===== src/rtl/host_cycle_seq.sv =====
// Sequences one CPU access onto the BBC host bus. It aligns the access to host phi0 cycles,
// stretches slow accesses, and aborts through a watchdog when phi0 stops toggling.
module host_cycle_seq #(
    parameter int SYNC_STAGES = 2,
    parameter int SLOW_CYCLES = 2,
    parameter int TIMEOUT_W   = 8
) (
    input  logic hsclk,
    input  logic resetb,
    input  logic bbc_phi0,
    input  logic req,
    input  logic slow,
    input  logic rnw,
    output logic lat_en,
    output logic cpu_rdy,
    output logic bbc_rnw,
    output logic bbc_dwe,
    output logic done,
    output logic timeout_err
);
    localparam int CNT_W = (SLOW_CYCLES < 2) ? 1 : $clog2(SLOW_CYCLES + 1);
    localparam logic [CNT_W-1:0] CNT_ONE  = CNT_W'(1);
    localparam logic [CNT_W-1:0] CNT_SLOW = CNT_W'(SLOW_CYCLES);
    // The watchdog trips on the cycle its count would reach all-ones.
    localparam logic [TIMEOUT_W-1:0] WD_PRE = TIMEOUT_W'((1 << TIMEOUT_W) - 2);

    typedef enum logic [2:0] {IDLE, WAIT_START, PH1, PH2, DONE} state_t;

    state_t                 state_reg;
    logic [SYNC_STAGES-1:0] sync_reg;
    logic                   phi0_prev_reg;
    logic                   rnw_reg;
    logic [CNT_W-1:0]       cnt_reg;
    logic [TIMEOUT_W-1:0]   wd_reg;

    logic phi0_last;
    logic fall;
    logic rise;
    logic wd_term;

    assign phi0_last = sync_reg[SYNC_STAGES-1];
    assign fall      = phi0_prev_reg & ~phi0_last;
    assign rise      = ~phi0_prev_reg & phi0_last;
    assign wd_term   = (wd_reg == WD_PRE);

    always_ff @(posedge hsclk) begin
        if (!resetb) begin
            sync_reg      <= '0;
            phi0_prev_reg <= 1'b0;
        end else begin
            sync_reg      <= {sync_reg[SYNC_STAGES-2:0], bbc_phi0};
            phi0_prev_reg <= phi0_last;
        end
    end

    always_ff @(posedge hsclk) begin
        if (!resetb) begin
            state_reg   <= IDLE;
            rnw_reg     <= 1'b1;
            cnt_reg     <= '0;
            wd_reg      <= '0;
            lat_en      <= 1'b0;
            cpu_rdy     <= 1'b1;
            bbc_rnw     <= 1'b1;
            bbc_dwe     <= 1'b0;
            done        <= 1'b0;
            timeout_err <= 1'b0;
        end else begin
            lat_en <= 1'b0;
            done   <= 1'b0;
            case (state_reg)
                IDLE: begin
                    if (req) begin
                        rnw_reg     <= rnw;
                        cnt_reg     <= slow ? CNT_SLOW : CNT_ONE;
                        wd_reg      <= '0;
                        timeout_err <= 1'b0;
                        lat_en      <= 1'b1;
                        cpu_rdy     <= 1'b0;
                        bbc_rnw     <= rnw;
                        state_reg   <= WAIT_START;
                    end
                end
                WAIT_START, PH1, PH2: begin
                    // A detected edge always wins over the watchdog terminal count.
                    if (fall || rise) begin
                        wd_reg <= '0;
                        if (state_reg == WAIT_START && fall) begin
                            state_reg <= PH1;
                        end else if (state_reg == PH1 && rise) begin
                            state_reg <= PH2;
                            bbc_dwe   <= ~rnw_reg;
                        end else if (state_reg == PH2 && fall) begin
                            bbc_dwe <= 1'b0;
                            if (cnt_reg <= CNT_ONE) begin
                                state_reg <= DONE;
                                done      <= 1'b1;
                                cpu_rdy   <= 1'b1;
                                bbc_rnw   <= 1'b1;
                            end else begin
                                cnt_reg   <= cnt_reg - CNT_ONE;
                                state_reg <= PH1;
                            end
                        end
                    end else if (wd_term) begin
                        wd_reg      <= wd_reg + 1'b1;
                        timeout_err <= 1'b1;
                        state_reg   <= DONE;
                        done        <= 1'b1;
                        cpu_rdy     <= 1'b1;
                        bbc_rnw     <= 1'b1;
                        bbc_dwe     <= 1'b0;
                    end else begin
                        wd_reg <= wd_reg + 1'b1;
                    end
                end
                DONE: begin
                    state_reg <= IDLE;
                end
                default: begin
                    state_reg <= IDLE;
                end
            endcase
        end
    end
endmodule


===== config.mk =====
export PLATFORM = sky130hd
export DESIGN_NAME = host_cycle_seq
export DESIGN_NICKNAME = d
export VERILOG_FILES = /design/src/rtl/host_cycle_seq.sv
export SDC_FILE = /design/constraint.sdc
export NUM_CORES = 1
export LEC_CHECK = 0
export CORE_UTILIZATION = 40
export CTS_BUF_LIST = sky130_fd_sc_hd__clkbuf_4 sky130_fd_sc_hd__clkbuf_8 sky130_fd_sc_hd__clkbuf_16
export DETAILED_ROUTE_END_ITERATION = 8
export GPL_ROUTABILITY_DRIVEN = 0
export SYNTH_ARGS = -nofsm -noshare
export SYNTH_HDL_FRONTEND = slang
export SYNTH_SLANG_ARGS = --single-unit

===== constraint.sdc =====
create_clock -name hsclk -period 2.5 [get_ports hsclk]
set_input_delay 0.5 -clock hsclk [delete_from_list [all_inputs] [get_ports hsclk]]
set_output_delay 0.5 -clock hsclk [all_outputs]
set_load 0.1 [all_outputs]

==> Word level (Yosys, flattened, before mapping) <==
Cells that the tools add are included.
{ "word_totals": {"regBits": 23, "in_bits": 6, "output_inout_bits": 6, "wordCells": 100} }
{ "classes": {"add_sub_neg": 2, "n_lt_le_gt_ge": 1, "n_eq_ne": 20, "mux": 43, "bitwise": 5, "reduce_logical": 17} }
{ "ops": {"columns": ["operator", "count"], "rows": [
  ["$mux 1", 21],
  ["$mux 3", 7],
  ["$ne 2x2->1 const B", 9],
  ["$mux 8", 2],
  ["$pmux 8 s2", 1],
  ["$ne 3x3->1 const B", 5],
  ["$mux 2", 7],
  ["$reduce_and 7->1", 2],
  ["$add 8x1->8 const B", 1],
  ["$eq 8x8->1 const B", 1],
  ["$reduce_and 2->1", 4],
  ["$reduce_and 4->1", 2],
  ["$eq 3x2->1 const B", 2],
  ["$pmux 1 s2", 3],
  ["$pmux 3 s2", 1],
  ["$ne 5x5->1 const B", 1],
  ["$pmux 2 s2", 1],
  ["$reduce_bool 2->1", 2],
  ["$eq 3x1->1 const B", 1],
  ["$logic_and 1x1->1", 3],
  ["$logic_not 3->1", 1],
  ["$ne 3x1->1 const B", 1],
  ["$not 1->1", 3],
  ["$reduce_and 3->1", 1],
  ["5 further kinds", 6]
]} }

==> Longest topological paths before layout <==
Gate-level depths: netlist of run 1.
{ "depth": {"ltp_word": 8, "mapped_depth": 7, "mapped_depth_nobuf": 6} }

==> Worst setup path after synthesis of run 1 <==
OpenSTA, ideal clock, no wires.
{ "synth_timing": {"kind": "flip-flop to flip-flop", "from": "register sync_reg[1]", "to": "register cnt_reg[0]", "setup_ns": 0.074, "t_arrival_ns": 1.763, "slack_ns": 0.663, "path_stages_with_launch": 8, "n_path_buf": 1, "synth_period_minus_slack_ns": 1.837, "path_cell_list": "dfxtp_1 > inv_1 > ha_1 > clkbuf_1 > nor3b_1 > a21oi_1 > or4_1 > a31oi_1"} }
{ "synth_between": {"elab_chain_len": 5, "elab_cells_between_ends": 12, "cone_classes": "4 x eq/ne; 3 x bitwise; 5 x reduce/logical"} }
{ "synth_rtl": {"columns": ["item", "line_no", "text"], "rows": [
  ["start, declared", "30", "logic [SYNC_STAGES-1:0] sync_reg;"],
  ["start signal, assigned", "51", "sync_reg <= {sync_reg[SYNC_STAGES-2:0], bbc_phi0};"],
  ["$not 1->1", "42", "assign fall = phi0_prev_reg & ~phi0_last;"],
  ["$and 1x1->1", "42", null],
  ["$logic_and 1x1->1, or another cell as far along", "93", "end else if (state_reg == PH2 && fall) begin"],
  ["$ne 2x2->1 (no line)", null, null],
  ["$reduce_and 7->1 (no line) (*)", null, null],
  ["end signal, assigned", "75", "cnt_reg <= slow ? CNT_SLOW : CNT_ONE;"],
  ["end signal, assigned", "101", "cnt_reg <= cnt_reg - CNT_ONE;"],
  ["end, declared", "33", "logic [CNT_W-1:0] cnt_reg;"]
]} }
Mark *: on every way between the ends. The rest lies on a longest branch, timed or not.
A chain may end at the register's enable or synchronous reset.

==> Final worst setup path of run 1 <==
Same ends and word-level chain as after synthesis.

==> impl_metrics.ini, run 1 <==
[run_status]
status = finished, final reports clean

[timing]
skew_ns = 0.00415
fin_crit_sh_pct = 79.0
timing.fmax_mhz = 506
max_slew_margin_pct = 61.4
fin_crit_ns = 1.97
hold_violations = 0
setup_viol = 0
tightest_slew_ns = 0.575
setup-tns-final_ns = 0
rsz0062_at_grt = false
slew_viol_final = 0

[setup_path]
rrSetupSlack_ns = 0.53
r2r_end = cnt_reg[0]$_SDFFE_PN0P_
setup.worst_path.start = sync_reg[1]$_SDFF_PN0_
worstSetupPathType = reg2reg
r2r_cells = 6
worstSetupEndpoint = cnt_reg[0]$_SDFFE_PN0P_
cp.required_ns = 2.75
arrival_ns = 2.22
crit_fanout = 4
crit_path_end_kind = flip-flop
cp-start-kind = flip-flop
rr_startpoint = sync_reg[1]$_SDFF_PN0_

[final_layout]
area_growth_pct = 13.4
post-route-util_pct = 48.6
seqCellArea_um2 = 460
largest_register_ffs = 8
fin_cells = 181
final_layout_size_suffix_gt1_share_pct = 12.0
antenna_cells = 0
fillers = 286
nets = 162
multi_input_area_um2 = 671

[grt]
grt_pass1_vias = 896
grt_most_used_layer = met2
grt_usage_pct = 16.6
grt_pass1_wl_um = 4180
met1_usage_pct = 22.5
grt_util_met2_pct = 26.2
grt_overflow = 0
grt.met3_usage_pct = 5.07
grt_max_degree = 17
antenna_found_initial = 0

[place]
io_buffers = 11
dp_hpwl_um = 1840
placed_cells = 177

[pwr]
seqPwrFrac_pct = 46.7
swShare_pct = 37.2
p_int_uw = 604
comb_power_share_pct = 34.5
netSwitchingPower_uw = 358
leakagePower_nw = 0.477
p_per_area_nw_per_um2 = 712
irDropWorstVdd_mv = 0.706
clockPowerShare_pct = 18.8

[routing]
viasPerCell = 5.64
wl_per_cell_um = 13.8
drcViolationCount = 0
vias = 1021
totalWireLength_um = 2490
drtAntennaViolNets = 0
drt_iter0_drc = 28
firstDrtPassIters = 4

[die]
rows = 19
start_util_pct = 42.8
fp.dieW_um = 56.6
io-pin-count = 12
core-area_um2 = 2780
die_y_um = 56.6
die_area_um2 = 3200

[worst_hold_path]
min-delay-path-class = reg2reg

[synth]
synth-edff-count = 0
netlist_instances = 138
syn_nets = 149
synth_cell_types = 42
synth.avg_cell_area_um2 = 8.63
syn_area_um2 = 1190
synth.yosys.seq_area_share_pct = 38.7
netlist_top_cells_area = dfxtp_1 39%, nor2_1 5.7%, ha_1 5.3%, xnor2_1 4.4%, nor4b_1 2.9%
synth_largest_area_cell = dfxtp_1
netlist.area_leader.share_pct = 38.7
ys.flop_type = dfxtp_1
ys.warnings.count = 0
synth.ff_latch_count = 23
synthArstFlopShare_pct = 0

[run]
cap_viol_max_count = 0

[clock_tree]
cts_resized = 0
ctsHoldBuffers = 0
cts_tree = built
clkTransAtPathRegs_ns = 0.12
post_cts_buffers = 0
ctsHtreeMaxLevel = 1
cts-root-buf = clkbuf_4
cts_sinks = 23
clk-insertion-delay-late_ns = 0.31
cts_buffers = 3
clk_path_buf_depth = 2
==> power groups by stage <==
stage / Sequential, mW / Clock [mW] / Combinational (mW)
5_1_grt: 0.456 / 0.206 / 0.366
4_1_cts: 0.448 / 0.193 / 0.333
6_report: 0.449 / 0.181 / 0.332
2_1_floorplan: 0.494 / 0 / 0.215
3_3_place_gp: 0.456 / 0 / 0.326
3_5_place_dp: 0.457 / 0 / 0.331
==> per-stage QoR <==
stage	power (mW)	area [um^2]	setup WS (ns)	hold WS, ns
finish	0.962	1350	0.525	0.454
global route	1.03	1350	0.381	0.508
CTS	0.974	1350	0.487	0.462
detailed placement	0.788	1320	0.267	0.428
global placement	0.782	1320	0.340	0.422
floorplan	0.710	1190	0.663	0.412
==> synth_stat cells (all sizes together) (4+ instances only) <==
cell type,count
inv,9
a21oi,4
ha,5
dfxtp,23
nor2,18
nand2,6
o31ai,4
xnor2,6
nor4b,4
o21ai,7
a211oi,4
nor3,4
==> worst max-delay path, stage by stage (launching register included) <==
cell	delay, ns
dfxtp_1	0.36
inv_1	0.06
ha_1	0.34
nor3b_1	0.36
a21oi_1	0.18
or4_1	0.42
a31oi_1	0.18
==> worst min-delay path by stage <==
stage,start,endpoint,slack [ns],cells past startpoint
floorplan,sync_reg[0]$_SDFF_PN0_,sync_reg[1]$_SDFF_PN0_,0.41,1
global placement,sync_reg[0]$_SDFF_PN0_,sync_reg[1]$_SDFF_PN0_,0.42,1
detailed placement,sync_reg[0]$_SDFF_PN0_,sync_reg[1]$_SDFF_PN0_,0.43,1
CTS,sync_reg[0]$_SDFF_PN0_,sync_reg[1]$_SDFF_PN0_,0.46,1
global route,cpu_rdy$_SDFFE_PN1P_,cpu_rdy$_SDFFE_PN1P_,0.51,2
finish,sync_reg[0]$_SDFF_PN0_,sync_reg[1]$_SDFF_PN0_,0.45,1
==> layout make-up <==
type / count / area share, %
multi-input combinational: 100 / 49.6
sequential: 23 / 34.1
timing repair buffer: 14 / 8.70
tap: 31 / 2.87
clock buffer: 4 / 2.22
inverter: 9 / 2.50
==> cells by family (layout without fill, tap and decap cells) <==
family	Yosys count	count (layout)	synth area share [%]
AO/OA/AOI/OAI	32	32	19.1
XOR/XNOR	6	6	4.41
adder cells (fa/ha/maj)	5	5	5.25
buffers and inverters	15	27	5.04
flip-flops	23	23	38.7
AND/OR/NAND/NOR	57	57	27.5
==> metal layers <==
| metal | vias to the layer above | part of all wire [%] |
|---|---|---|
| li1 | 520 | - |
| met5 | - | 0 |
| met3 | 5 | 5.0 |
| met1 | 472 | 48 |
| met4 | 0 | 1.0 |
| met2 | 24 | 46 |
==> cells in the final DEF, fill, tap and decap left out, drive strengths merged, types with 2 or more instances in the layout <==
cell type	count
ha	5
buf	9
nor4	2
a31oi	2
nand2b	2
or3	2
nand3b	2
a211oi	4
o21ai	7
inv	9
nor3	4
clkdlybuf4s50	5
o31ai	4
or4	2
and2	3
nor2	18
nand3	3
xnor2	6
or2	2
a21oi	4
nor3b	2
dfxtp	23
a32o	2
nand2	6
clkbuf	4
nor4b	4
(Power assumes the default switching activity.)
==> run 2, diff against run 1 <==
==> constraint.sdc (replaced) <==
create_clock -name hsclk -period 1.8 [get_ports hsclk]
set_input_delay 0.36 -clock hsclk [delete_from_list [all_inputs] [get_ports hsclk]]
set_output_delay 0.36 -clock hsclk [all_outputs]
set_load 0.1 [all_outputs]
==> impl_metrics.ini, run 2 (same netlist as run 1, synthesis figures left out) <==
[clock_tree]
clk-insertion-delay-late_ns = 0.31
cts-root-buf = clkbuf_4
cts_buffers = 3
clkTransAtPathRegs_ns = 0.12
cts_sinks = 23
clk_path_buf_depth = 2
ctsHoldBuffers = 0
ctsHtreeMaxLevel = 1
cts_tree = built

[die]
io-pin-count = 12
die_area_um2 = 3200
die_y_um = 56.6
core-area_um2 = 2780
rows = 19
fp.dieW_um = 56.6
start_util_pct = 42.8

[place]
dp_hpwl_um = 2050
io_buffers = 11
pre_cts_ws_ns = -0.175

[grt]
grt_pass1_wl_um = 4500
antenna_found_initial = 0
grt_pass1_vias = 1037
grt_usage_pct = 17.8
grt_max_degree = 13
grt_overflow = 0

[setup_path]
crit_fanout = 4
worstSetupPathType = reg2reg
crit_path_end_kind = flip-flop
cp-start-kind = flip-flop
cp.required_ns = 2.05
arrival_ns = 1.95

[timing]
skew_ns = 0.0101
hold_violations = 0
fin_crit_sh_pct = 94.3
timing.fmax_mhz = 589
slew_viol_final = 0
max_slew_margin_pct = 76.5
setup_viol = 0
fin_ws_ns = 0.103
fin_crit_ns = 1.70
tightest_slew_ns = 0.348
rsz0062_at_grt = false

[pwr]
leakagePower_nw = 0.549
netSwitchingPower_uw = 521
irDropWorstVdd_mv = 0.911
seqPwrFrac_pct = 43.1
swShare_pct = 36.2
clockPowerShare_pct = 17.3
totalPowerFinal_mw = 1.44
comb_power_share_pct = 39.6
p_int_uw = 919
p_per_area_nw_per_um2 = 954

[routing]
drcViolationCount = 0
wl_per_cell_um = 13.7
drtAntennaViolNets = 0
routed.top_layer = met4
dr_wl_met2_um = 1220
viasPerCell = 5.61
vias = 1072
drt_iter0_drc = 36
totalWireLength_um = 2620
firstDrtPassIters = 6
met1_length_um = 1260
wl_met3_um = 111

[run]
cap_viol_max_count = 0

[final_layout]
nets = 172
final_cell_mix = 23 x dfxtp_1, 18 x nor2_1, 13 x buf_4
final_common_cell = dfxtp_1
antenna_cells = 0
final_layout_size_suffix_gt1_share_pct = 18.8
multi_input_area_um2 = 678
area_growth_pct = 26.7
seqCellArea_um2 = 460
fillers = 259
largest_register_ffs = 8

[worst_hold_path]
min-delay-path-class = reg2reg

[run_status]
status = finished, final reports clean
## run 2: cell types whose count changed in the layout (fill, tap and decap cells not counted), sizes merged
cell	delta
buf	+10
## run 2: area by class of cell
type	instances	area share (%)
clock buffer	4	1.99
inverter	9	2.24
multi-input combinational	100	44.9
sequential	23	30.5
tap	31	2.57
timing repair buffer	24	17.7
## run 2: path summary, 6_finish.rpt
path	start	endpoint	slack, ns	cells after the start
setup / recovery	sync_reg[1]$_SDFF_PN0_	cnt_reg[0]$_SDFFE_PN0P_	0.10	6
hold / removal	sync_reg[0]$_SDFF_PN0_	sync_reg[1]$_SDFF_PN0_	0.46	1
setup reg to reg	sync_reg[1]$_SDFF_PN0_	cnt_reg[0]$_SDFFE_PN0P_	0.10	6
hold reg to reg	sync_reg[0]$_SDFF_PN0_	sync_reg[1]$_SDFF_PN0_	0.46	1
## run 2: layer usage
layer  global-route usage (%)  up-vias
li1                         -      548
met1                     23.3      496
met2                     29.2       24
met3                     4.38        4
met4                     4.53        0
met5                        0        -
## run 2: worst max-delay path, cell delays in order, from the launching register on
cell,delay (ns)
dfxtp_1,0.35
inv_1,0.06
ha_2,0.31
nor3b_2,0.21
a21oi_1,0.14
or4_1,0.41
a31oi_1,0.16
## run 2: power by group through the flow
| stage | logic (mW) | clock network, mW | registers, mW |
|---|---|---|---|
| after floorplan | 0.302 | 0 | 0.687 |
| after global placement | 0.553 | 0 | 0.628 |
| after detailed placement | 0.570 | 0 | 0.631 |
| after CTS | 0.570 | 0.258 | 0.620 |
| after global routing | 0.633 | 0.270 | 0.629 |
| final | 0.571 | 0.249 | 0.620 |
## run 2: through the flow
| step | hold WS [ns] | instance area [um^2] | setup TNS [ns] | std cells | utilization, % |
|---|---|---|---|---|---|
| floorplan | 0.412 | 1200 | 0 | 138 | - |
| global placement | 0.430 | 1480 | -0.793 | 187 | 53.1 |
| detailed placement | 0.431 | 1480 | -0.999 | 187 | 53.1 |
| CTS | 0.462 | 1510 | 0 | 191 | 54.2 |
| global route | 0.490 | 1510 | 0 | 191 | 54.3 |
| finish | 0.456 | 1510 | 0 | 191 | 54.3 |
## run 2: repair_timing
item	CTS	global route
setup endpoints to repair	0	2
resized for setup	0	1
setup buffers	0	0
==> run 3, diff against run 2 <==
--- a/config.mk
+++ b/config.mk
@@ -5,6 +5,8 @@
 export SDC_FILE = /design/constraint.sdc
 export NUM_CORES = 1
 export LEC_CHECK = 0
+export CORE_ASPECT_RATIO = 0.75
+export CORE_MARGIN = 5
 export CORE_UTILIZATION = 40
 export CTS_BUF_LIST = sky130_fd_sc_hd__clkbuf_4 sky130_fd_sc_hd__clkbuf_8 sky130_fd_sc_hd__clkbuf_16
 export DETAILED_ROUTE_END_ITERATION = 8
==> impl_metrics.ini, run 3 (same netlist as run 1, synthesis figures left out) <==
[run_status]
status = finished, final reports clean

[timing]
skew_ns = 0.00112
timing.fmax_mhz = 571
hold_violations = 0
setup_viol = 0
max_slew_margin_pct = 66.5
setup-tns-final_ns = 0
fin_crit_sh_pct = 97.4
slew_viol_final = 0
fin_ws_ns = 0.0475
fin_crit_ns = 1.75
rsz0062_at_grt = false
tightest_slew_ns = 0.502

[final_layout]
area_growth_pct = 29.1
largest_register_ffs = 8
nets = 172
final_layout_size_suffix_gt1_share_pct = 18.8
final_common_cell = dfxtp_1
post-route-util_pct = 53.2
final_cell_mix = 23 x dfxtp_1, 18 x nor2_1, 13 x buf_4
antenna_cells = 0

[setup_path]
worstSetupPathType = in2reg
setup.worst_path.start = req
rr_startpoint = state_reg[0]$_SDFFE_PN0P_
crit_path_end_kind = flip-flop
arrival_ns = 1.95
cp.required_ns = 1.99
cp-start-kind = primary input
crit_fanout = 5

[routing]
wl_per_cell_um = 13.3
vias = 1055
drtAntennaViolNets = 0
drcViolationCount = 0
viasPerCell = 5.33
firstDrtPassIters = 4
drt_iter0_drc = 32
totalWireLength_um = 2630

[grt]
grt_overflow = 0
grt_pass1_vias = 967
grt_max_degree = 17
grt_usage_pct = 13.4
antenna_found_initial = 0
grt_pass1_wl_um = 4360

[place]
io_buffers = 11
pre_cts_ws_ns = -0.224
dp_hpwl_um = 2010

[pwr]
leakagePower_nw = 0.558
p_per_area_nw_per_um2 = 987
irDropWorstVdd_mv = 0.418

[die]
die_y_um = 57.3
io-pin-count = 12
rows = 17
start_util_pct = 41.2
core-area_um2 = 2890
die_area_um2 = 4180
fp.dieW_um = 73.0

[clock_tree]
cts-root-buf = clkbuf_8
ctsHoldBuffers = 0
cts_buffers = 3
clk_path_buf_depth = 2
ctsHtreeMaxLevel = 1
clk-insertion-delay-late_ns = 0.26
cts_sinks = 23
clkTransAtPathRegs_ns = 0.08
cts_tree = built

[worst_hold_path]
hp-start = sync_reg[0]$_SDFF_PN0_
min-delay-path-class = reg2reg

[run]
cap_viol_max_count = 0
-- run 3: path summary, 6_finish.rpt --
path	end	slack, ns	cells after the start
setup / recovery	cnt_reg[0]$_SDFFE_PN0P_	0.05	5
hold / removal	sync_reg[1]$_SDFF_PN0_	0.44	1
setup reg to reg	cnt_reg[0]$_SDFFE_PN0P_	0.08	4
hold reg to reg	sync_reg[1]$_SDFF_PN0_	0.44	1
-- run 3: critical path: stages --
cell             delay, ns
clkdlybuf4s50_1       0.51
nor3_2                0.06
or2_0                 0.30
or4_1                 0.53
a31oi_1               0.18
-- run 3: layer usage --
metal / GRT usage (%) / wire (um)
met1: 17.8 / 1240
met5: 0 / 0
met3: 4.40 / 224
met4: 4.74 / 35
met2: 20.4 / 1140
-- run 3: cell type report --
type	count	area [um^2]
fill	277	1360
inverter	9	33.8
clock buffer	4	48.8
multi-input combinational	100	679
sequential	23	460
timing repair buffer	24	268
tap	38	47.5
-- run 3: report_power, final --
group	internal [mW]	leakage, nW	switching (mW)	total (mW)
Clock	0.173	0.0262	0.161	0.334
Sequential	0.561	0.188	0.0677	0.629
Combinational	0.249	0.344	0.306	0.555
-- run 3: what timing repair did --
item | in CTS | in global routing
setup endpoints to repair | 0 | 1
setup buffers | 0 | 0
resized for setup | 0 | 1
-- run 3: metrics by stage --
stage	power, mW	hold WS (ns)	std cells	instance area (um^2)
2_1_floorplan	0.989	0.412	138	1200
3_3_place_gp	1.17	0.418	194	1490
3_5_place_dp	1.19	0.421	194	1490
4_1_cts	1.53	0.441	198	1530
5_1_grt	1.62	0.470	198	1540
6_report	1.52	0.436	198	1540
